[src/rtl/fpmult_arbiter_if.sv]
// Requester-side bundle of the shared multiplier arbiter: request handshake,
// packed operands (requester i at bits [32i+31:32i]) and the response strobe.
interface fpmult_arbiter_if #(
   parameter int NREQ = 4
);
   logic [NREQ-1:0]    req_valid;
   logic [NREQ-1:0]    req_ready;
   logic [32*NREQ-1:0] req_a;
   logic [32*NREQ-1:0] req_b;
   logic [NREQ-1:0]    rsp_valid;
   logic [31:0]        rsp_data;

   modport master (
      output req_valid, req_a, req_b,
      input  req_ready, rsp_valid, rsp_data
   );

   modport slave (
      input  req_valid, req_a, req_b,
      output req_ready, rsp_valid, rsp_data
   );
endinterface

[src/rtl/fpmult_arbiter.sv]
// Round-robin scheduler sharing one pipelined multiplier among NREQ requesters;
// a tag pipeline matched to LATENCY routes each result back to its issuer.
module fpmult_arbiter #(
   parameter int NREQ    = 4,
   parameter int LATENCY = 2
) (
   input  logic            clock,
   input  logic            reset,
   fpmult_arbiter_if.slave bus,
   output logic [31:0]     mult_dataa,
   output logic [31:0]     mult_datab,
   input  logic [31:0]     mult_result,
   output logic [3:0]      inflight,
   output logic            idle
);

   logic [2:0] ptr;
   logic       grant_any;
   logic [2:0] grant_id;
   logic       rsp_any;
   logic       tag_v  [LATENCY];
   logic [2:0] tag_id [LATENCY];

   // Search starts at ptr and wraps; no grant is ever made while reset is high.
   always_comb begin
      int idx;
      // NOTE: every signal written here gets a default first, so no latch is inferred.
      grant_any = 1'b0;
      grant_id  = 3'd0;
      for (int off = 0; off < NREQ; off++) begin
         idx = int'(ptr) + off;
         if (idx >= NREQ) idx = idx - NREQ;
         if (!grant_any && !reset && bus.req_valid[idx]) begin
            grant_any = 1'b1;
            grant_id  = 3'(idx);
         end
      end
   end

   always_comb begin
      bus.req_ready = '0;
      mult_dataa    = 32'h0;
      mult_datab    = 32'h0;
      for (int i = 0; i < NREQ; i++) begin
         if (grant_any && grant_id == 3'(i)) begin
            bus.req_ready[i] = 1'b1;
            mult_dataa       = bus.req_a[32*i +: 32];
            mult_datab       = bus.req_b[32*i +: 32];
         end
      end
   end

   assign rsp_any = tag_v[LATENCY-1] && !reset;

   always_comb begin
      bus.rsp_valid = '0;
      bus.rsp_data  = rsp_any ? mult_result : 32'h0;
      for (int i = 0; i < NREQ; i++) begin
         if (rsp_any && tag_id[LATENCY-1] == 3'(i)) bus.rsp_valid[i] = 1'b1;
      end
   end

   assign idle = (reset || inflight == 4'd0) && (bus.req_valid == '0);

   // NOTE: all state below uses non-blocking assignments so every stage reads
   // the value from before the clock edge, which is what makes it a shift register.
   always_ff @(posedge clock) begin
      if (reset) begin
         ptr      <= 3'd0;
         inflight <= 4'd0;
         // NOTE: the tag pipeline is a handful of flops, not a RAM, and its valid
         // bits must clear so results emerging after reset are discarded.
         for (int s = 0; s < LATENCY; s++) begin
            tag_v[s]  <= 1'b0;
            tag_id[s] <= 3'd0;
         end
      end else begin
         if (grant_any) ptr <= (int'(grant_id) == NREQ - 1) ? 3'd0 : grant_id + 3'd1;

         tag_v[0]  <= grant_any;
         tag_id[0] <= grant_id;
         for (int s = 1; s < LATENCY; s++) begin
            tag_v[s]  <= tag_v[s-1];
            tag_id[s] <= tag_id[s-1];
         end

         case ({grant_any, rsp_any})
            2'b10:   inflight <= inflight + 4'd1;
            2'b01:   inflight <= inflight - 4'd1;
            default: inflight <= inflight;
         endcase
      end
   end

endmodule
[src/flat_wrapper.sv]
// flat-port wrapper written by rule: the top's interface ports become plain ports
module fpmult_arbiter_flat 
#(
   parameter int NREQ    = 4,
   parameter int LATENCY = 2
)
  (clock, reset, mult_dataa, mult_datab, mult_result, inflight, idle, bus_req_valid, bus_req_a, bus_req_b, bus_req_ready, bus_rsp_valid, bus_rsp_data);
  fpmult_arbiter_if #(.NREQ(NREQ)) bus_i ();
  input  logic clock;
  input  logic reset;
  output logic [31:0] mult_dataa;
  output logic [31:0] mult_datab;
  input  logic [31:0] mult_result;
  output logic [3:0] inflight;
  output logic idle;
  input wire logic [$bits(bus_i.req_valid)-1:0] bus_req_valid;
  input wire logic [$bits(bus_i.req_a)-1:0] bus_req_a;
  input wire logic [$bits(bus_i.req_b)-1:0] bus_req_b;
  output wire logic [$bits(bus_i.req_ready)-1:0] bus_req_ready;
  output wire logic [$bits(bus_i.rsp_valid)-1:0] bus_rsp_valid;
  output wire logic [$bits(bus_i.rsp_data)-1:0] bus_rsp_data;
  assign bus_i.req_valid = bus_req_valid;
  assign bus_i.req_a = bus_req_a;
  assign bus_i.req_b = bus_req_b;
  assign bus_req_ready = bus_i.req_ready;
  assign bus_rsp_valid = bus_i.rsp_valid;
  assign bus_rsp_data = bus_i.rsp_data;
  fpmult_arbiter #(.NREQ(NREQ), .LATENCY(LATENCY)) u_core (.clock(clock), .reset(reset), .bus(bus_i), .mult_dataa(mult_dataa), .mult_datab(mult_datab), .mult_result(mult_result), .inflight(inflight), .idle(idle));
endmodule
[config.mk]
export PLATFORM = sky130hd
export DESIGN_NAME = fpmult_arbiter_flat
export DESIGN_NICKNAME = d
export VERILOG_FILES = /design/src/rtl/fpmult_arbiter_if.sv /design/src/rtl/fpmult_arbiter.sv /design/src/flat_wrapper.sv
export SDC_FILE = /design/constraint.sdc
export NUM_CORES = 1
export LEC_CHECK = 0
export ABC_AREA = 1
export CAP_MARGIN = 20
export CORE_AREA = 2 2 158 160
export CTS_CLUSTER_SIZE = 25
export DETAILED_ROUTE_END_ITERATION = 8
export DIE_AREA = 0 0 160 162
export PLACE_DENSITY = 0.63
export SLEW_MARGIN = 10
export SYNTH_ARGS = -nofsm -noshare
export SYNTH_HDL_FRONTEND = slang
export SYNTH_SLANG_ARGS = --single-unit
[constraint.sdc]
create_clock -name clock -period 5.5 [get_ports clock]
set_input_delay 1.375 -clock clock [delete_from_list [all_inputs] [get_ports clock]]
set_output_delay 1.375 -clock clock [all_outputs]
set_load 0.03 [all_outputs]
==> reports/qor.txt, run 1 <==
Status -> finished, final reports clean
CTS root buffer -> clkbuf_16
Multi-input gate area -> 3264 µm²
Worst skew pair latency -> 240 ps
WL final -> 22740 µm
Die Wd -> 160 µm
Hold Fails Final Rpt -> 0
M1 GR Usage -> 0.1999
NumNets Final -> 1766
Finished Layout Cells -> 1786
Tcrit/Tclk final -> 0.9529
Synthesized cell area -> 4641 µm²
Net Sw Frac -> 0.5827
Drt first-iter violations -> 520
Proportion of synthesized area in mux cells -> 0
Combinational power share -> 0.955
FF+latch count, synth -> 15
Asr flop ratio synth -> 0
Ys flop type -> dfxtp_1
Antenna Cells -> 0
Adder-cell area share of the yosys netlist -> 0.02427
Overall power -> 7.155 mW
Final global-route overflow total -> 0
Clock Skew -> 1.005 ps
Synth top area cells -> nand2_1 (38%), inv_1 (15%), nor2_1 (14%)
Pre-antenna DRT Iters -> 6
Placed inst area -> 9176 µm²
Flop pwr share -> 0.026
Avg WL per Cell -> 12.73 µm
Worst-path fanout max -> 9
Crit path time final -> 5241 ps
Pleak -> 5.352 nW
Worst R2R Setup Slack -> 2280 ps
GR Layer Usage met3 -> 0.02681
GR Util All Layers -> 0.1622
Initial core utilization -> 0.1925
Clock tree sinks -> 15
Fill count -> 2661
Pint -> 2.986 mW
Post-synth top area cell -> nand2_1
Final Max Tran Viols -> 0
Synth Area in Simple Gates -> 0.6403
Fin Hold WS -> 400.7 ps
Max Cap Violations -> 0
Die area -> 25920 µm²
Max Fclk -> 190.8 MHz
DRC -> 0
Cell with the most instances after synthesis -> nand2_1
Post-CTS Hold Fix Bufs -> 0
Worst R2R Start -> u_core.ptr[0]
Port bufs -> 402
Sequential share of the synthesized area -> 0.06471
FF-to-FF End -> u_core.inflight[3]
Final setup violation count -> 0
Antenna violations before repair -> 0
Placed wire-length estimate -> 18030 µm
Vias/cell -> 4.027
Synth Area in XOR/XNOR -> 0.005662
Cell variety after synth -> 27
Final core occ -> 0.3938
Worst Setup SP -> bus_req_valid[3]
Vias in the first global route -> 6970
Yosys top cell area share -> 0.3777
Setup tns final -> 0 ps
Req. time, crit path -> 4120 ps
Pwr/cell area -> 753.8 nW/µm²
GP Congestion -> 0.8457
Die Span Y -> 162 µm
Met2 Use GR -> 0.3040
Worst Tran Pin Value -> 490.5 ps
Syn avg cell area -> 4.445 µm²
Std cell rows -> 57
Finished Cell Area -> 9493 µm²
Worst EP arrival -> 3870 ps
Core area -> 24110 µm²
I/O Pins -> 403
Cells after Synth -> 1044
Crit path capture type -> primary output
Mapped Nets -> 1347
Global-route wire length before repair -> 34860 µm
Synth Area in Compound Gates -> 0.02669
Min-Delay Path Class -> reg -> reg
Net Sw Power -> 4.169 mW
Rel. slew slack -> 0.6726
Register area -> 300.3 µm²
Synth warn -> 0
Inst Count DP -> 1767
Clock power frac -> 0.020
Worst slack, placed -> -62.30 ps
Top Usage Layer GRT -> met2
Dominant combinational cell family by area after synthesis -> simple AND/OR/NAND/NOR gates
Clock buffer depth -> 2
Num CTS Buffers -> 3
Element type at the critical path start -> input pin
CP endpoint -> mult_datab[31]
Via Count -> 7192
RSZ-0062 raised after global routing -> false
Setup ws final -> 259.1 ps
Peak supply drop -> 438.0 µV
Worst R2R Path Depth -> 17
CTS H-tree lvls -> 1
Share of cells above drive strength 1 -> 0.1183
Area delta synth->final -> 104.6%
Worst-path clk slew -> 50 ps
Post-synth EDFFs -> 0
Commonest cells in the synthesized netlist -> nand2_1 (467), inv_1 (188), nor2_1 (172)
CTS tree -> built
Post-route ant nets -> 0
Critical path type -> in -> out
Largest net degree at the start of global routing -> 72
routing by layer:
layer  vias to the layer above  routed length [µm]
met5                         -                   0
met1                      3064                9838
met4                         0                 195
li1                       3860                   -
met3                        17                1542
met2                       251               11170
worst min-delay path by stage:
stage | start | endpoint | slack, ps | cells past startpoint
floorplan | u_core.tag_id[0][0] | u_core.tag_id[0][3] | 390 | 2
global placement | u_core.tag_id[0][0] | u_core.tag_id[0][3] | 390 | 2
detailed placement | u_core.tag_id[0][1] | u_core.tag_id[0][4] | 400 | 2
CTS | u_core.tag_id[0][1] | u_core.tag_id[0][4] | 410 | 2
global route | u_core.tag_v[0][0] | u_core.tag_v[0][1] | 420 | 2
finish | u_core.tag_id[0][1] | u_core.tag_id[0][4] | 400 | 2
layout by cell type (no fill, tap or decap), types with 7 or more instances in the layout:
cell and instances:
nand3_1 72, clkdlybuf4s50_1 329, nand2_1 463, nor2_1 172, o21ai_0 9, inv_1 187, nand3_2 8, a21oi_1 7
buf_12 18, nand2_2 7, ha_1 9, buf_4 115, dfxtp_1 15
critical path, stage by stage:
cell and delay (ps):
dlymetal6s2s_1 160, nand2_2 100, nand3_2 120, nand2_4 120, nand3_1 80, nor2_2 170
inv_1 70, a32oi_1 180, buf_4 150, inv_1 50, ha_1 190, nand4_1 120
buf_4 160, buf_12 140, buf_8 130, buf_4 110, nand2_1 40, inv_1 50
nand2_1 50, nand2_1 90, nand2_1 60, buf_4 160
timing repair:
item | 4_1_cts | 5_1_grt
setup endpoints to repair | 13 | 65
setup buffers | 0 | 10
gates cloned | 0 | 5
pin swaps | 0 | 5
gates resized for setup | 1 | 21
endpoints found under the hold margin | 0 | 0
power groups by stage:
stage          clock (mW)  combinational [mW]  sequential [mW]
2_1_floorplan           0                4.14            0.188
3_5_place_dp            0                6.65            0.183
6_report            0.140                6.83            0.183
3_3_place_gp            0                6.64            0.181
4_1_cts             0.143                6.68            0.181
5_1_grt             0.150                7.51            0.188
final cells by class:
| class | count | area share |
|---|---|---|
| Tap cell | 324 | 0.04270 |
| Sequential cell | 15 | 0.03163 |
| Timing Repair Buffer | 476 | 0.4968 |
| Inverter | 193 | 0.07658 |
| Clock inverter | 1 | 0.0005272 |
| Multi-Input combinational cell | 774 | 0.3439 |
| Clock buffer | 3 | 0.007908 |
sequential cells by signal, indices dropped and copies added (netlist names):
name and flops:
u_core.inflight 4, u_core.ptr 3, u_core.tag_id 6, u_core.tag_v 2
kinds of logic (layout without fill, tap and decap cells):
group / count (synthesis) / after routing
simple gates: 740 / 740
buf+inv: 255 / 673
compound gates: 22 / 22
flops: 15 / 15
fa+ha+maj: 9 / 9
xor+xnor: 3 / 3
Power figures use the tool's default switching activity.
==> inputs of run 2 (changes only) <==
Settings changed: PLACE_DENSITY 0.63 to unset.
==> run 2 against run 1 <==
  * Register-to-register slack better by 60 ps
  * Routed wire length up 2.7%
  * First-iteration DRC count down 14%
  * Sequential share of layout area up 0.073 points
  * Critical path depth unchanged
  * Power down 2.6%
  * Non-clock buffer count down 27
  * Critical path type unchanged
  * Critical endpoint is now mult_datab[1]
  * Highest routed layer unchanged
==> reports/qor.txt, run 2 (synthesized netlist as in run 1, its figures left out) <==
Status -> finished, final reports clean (unchanged)
Clock buffer depth -> 2 (unchanged)
Worst EP arrival -> 3840 ps (was 3870 ps)
Drt first-iter violations -> 447 (was 520)
Pleak -> 5.213 nW (was 5.352 nW)
Inst Count DP -> 1739 (was 1767)
Max Fclk -> 191.6 MHz (was 190.8 MHz)
Largest Register -> u_core.tag_id (unchanged)
Worst-path fanout max -> 17 (was 9)
Port bufs -> 402 (unchanged)
Final global-route overflow total -> 0 (unchanged)
Min-Delay Path Class -> reg -> reg (unchanged)
Antenna Cells -> 0 (unchanged)
Die Span Y -> 162 µm (unchanged)
Setup tns final -> 0 ps (unchanged)
Avg WL per Cell -> 13.27 µm (was 12.73 µm)
Global-route wire length before repair -> 33970 µm (was 34860 µm)
Via Count -> 7117 (was 7192)
Largest net degree at the start of global routing -> 49 (was 72)
Most frequent cells in the layout -> nand2_1 (462), clkdlybuf4s50_1 (328), inv_1 (187), nor2_1 (172), buf_4 (94) (was nand2_1 (463), clkdlybuf4s50_1 (329), inv_1 (187), nor2_1 (172), buf_4 (115))
CTS root buffer -> clkbuf_16 (unchanged)
Placed wire-length estimate -> 17760 µm (was 18030 µm)
Final Max Tran Viols -> 0 (unchanged)
Crit path time final -> 5219 ps (was 5241 ps)
Critical path type -> in -> out (unchanged)
Finished Cell Area -> 9278 µm² (was 9493 µm²)
Element type at the critical path start -> input pin (unchanged)
Crit path capture type -> primary output (unchanged)
Pwr/cell area -> 751.2 nW/µm² (was 753.8 nW/µm²)
Peak supply drop -> 509.9 µV (was 438.0 µV)
Vias/cell -> 4.044 (was 4.027)
Clock Skew -> 1.334 ps (was 1.005 ps)
Die area -> 25920 µm² (unchanged)
Share of cells above drive strength 1 -> 0.1045 (was 0.1183)
Final setup violation count -> 0 (unchanged)
DRC -> 0 (unchanged)
Largest registers -> u_core.tag_id x6, u_core.inflight x4, u_core.ptr x3 (unchanged)
Area delta synth->final -> 99.92% (was 104.6%)
Req. time, crit path -> 4120 ps (about the same)
Std cell rows -> 57 (unchanged)
Clock tree sinks -> 15 (unchanged)
RSZ-0062 raised after global routing -> false (unchanged)
Post-CTS Hold Fix Bufs -> 0 (unchanged)
Num CTS Buffers -> 3 (unchanged)
Core area -> 24110 µm² (unchanged)
Die Wd -> 160 µm (unchanged)
CTS tree -> built (unchanged)
Worst Tran Pin Value -> 536.6 ps (was 490.5 ps)
Vias in the first global route -> 6622 (was 6970)
WL final -> 23360 µm (was 22740 µm)
Placed inst area -> 8889 µm² (was 9176 µm²)
Hold Fails Final Rpt -> 0 (unchanged)
Tcrit/Tclk final -> 0.9490 (was 0.9529)
Rel. slew slack -> 0.6414 (was 0.6726)
Post-route ant nets -> 0 (unchanged)
Initial core utilization -> 0.1925 (unchanged)
Most common cell after layout, fill and taps aside -> nand2_1 (unchanged)
GP Congestion -> 0.8857 (was 0.8457)
Antenna violations before repair -> 0 (unchanged)
Pre-antenna DRT Iters -> 5 (was 6)
Max reg flops -> 6 (unchanged)
I/O Pins -> 403 (unchanged)
NumNets Final -> 1740 (was 1766)
Overall power -> 6.969 mW (was 7.155 mW)
CTS H-tree lvls -> 1 (unchanged)
Finished Layout Cells -> 1760 (was 1786)
GR Util All Layers -> 0.1588 (was 0.1622)
Worst-path clk slew -> 50 ps (about the same)
Worst skew pair latency -> 240 ps (about the same)
Max Cap Violations -> 0 (unchanged)
[run 2: cell types whose count changed in the layout (fill, tap and decap cells not counted), sizes merged]
cell and delta:
buf -28, clkbuf +2, clkdlybuf4s50 -1, clkinvlp +1
[run 2: area by class of cell]
type                       instances  area [µm²]
fill                            2686       14830
clock buffer                       3       75.07
timing repair buffer             449        4468
sequential                        15       300.3
multi-input combinational        774        3289
tap                              324       405.4
inverter                         193       726.9
clock inverter                     1       5.005
timing repair inverter             1       7.507
[run 2: metrics by stage]
step | hold WS [ps] | worst slack (ps) | utilization
floorplan | 388.3 | 538.6 | -
detailed placement | 395.4 | -7.711 | 0.3687
CTS | 403.4 | 65.23 | 0.3724
global route | 419.4 | 67.85 | 0.3849
finish | 404.7 | 280.6 | 0.3849
global placement | 394.1 | 36.01 | 0.3687
[run 2: repair_timing]
| action | in CTS | in global routing |
|---|---|---|
| pin swaps | 0 | 3 |
| setup buffers | 0 | 9 |
| endpoints found under the setup margin | 2 | 64 |
| gates resized for setup | 1 | 25 |
| cloned | 0 | 8 |
[run 2: final timing paths]
kind / start / end / slack [ps] / depth (start not counted)
max: bus_req_valid[1] / mult_datab[1] / 280 / 22
max reg2reg: u_core.ptr[0] / u_core.inflight[2] / 2340 / 16
min reg2reg: u_core.tag_id[0][1] / u_core.tag_id[0][4] / 400 / 2
min: u_core.tag_id[0][1] / u_core.tag_id[0][4] / 400 / 2
[run 2: layer usage]
metal,GRT usage,share of wire,vias to the layer above
li1,-,-,3810
met1,0.2002,0.44,3029
met2,0.2867,0.48,253
met3,0.02451,0.062,25
met4,0.03235,0.019,0
met5,0,0,-
[run 2: worst max-delay path, stage by stage]
cell and delay, ps:
dlymetal6s2s_1 150, nand2_2 90, nand3_2 120, nand2_4 110
nand3_1 80, nor2_2 150, inv_1 80, a32oi_2 260
buf_4 150, ha_1 130, nand2_1 60, inv_2 130
nand3_4 90, buf_12 170, clkbuf_16 190, nand2_1 70
inv_1 30, nand2_1 40, nand2_1 60, nand2_1 70
nand2_1 50, buf_4 160
[run 2: where the power goes]
group | internal [mW] | switching, mW | total (mW)
clock network | 0.0971 | 0.0442 | 0.141
logic | 2.52 | 4.13 | 6.65
registers | 0.144 | 0.0393 | 0.183
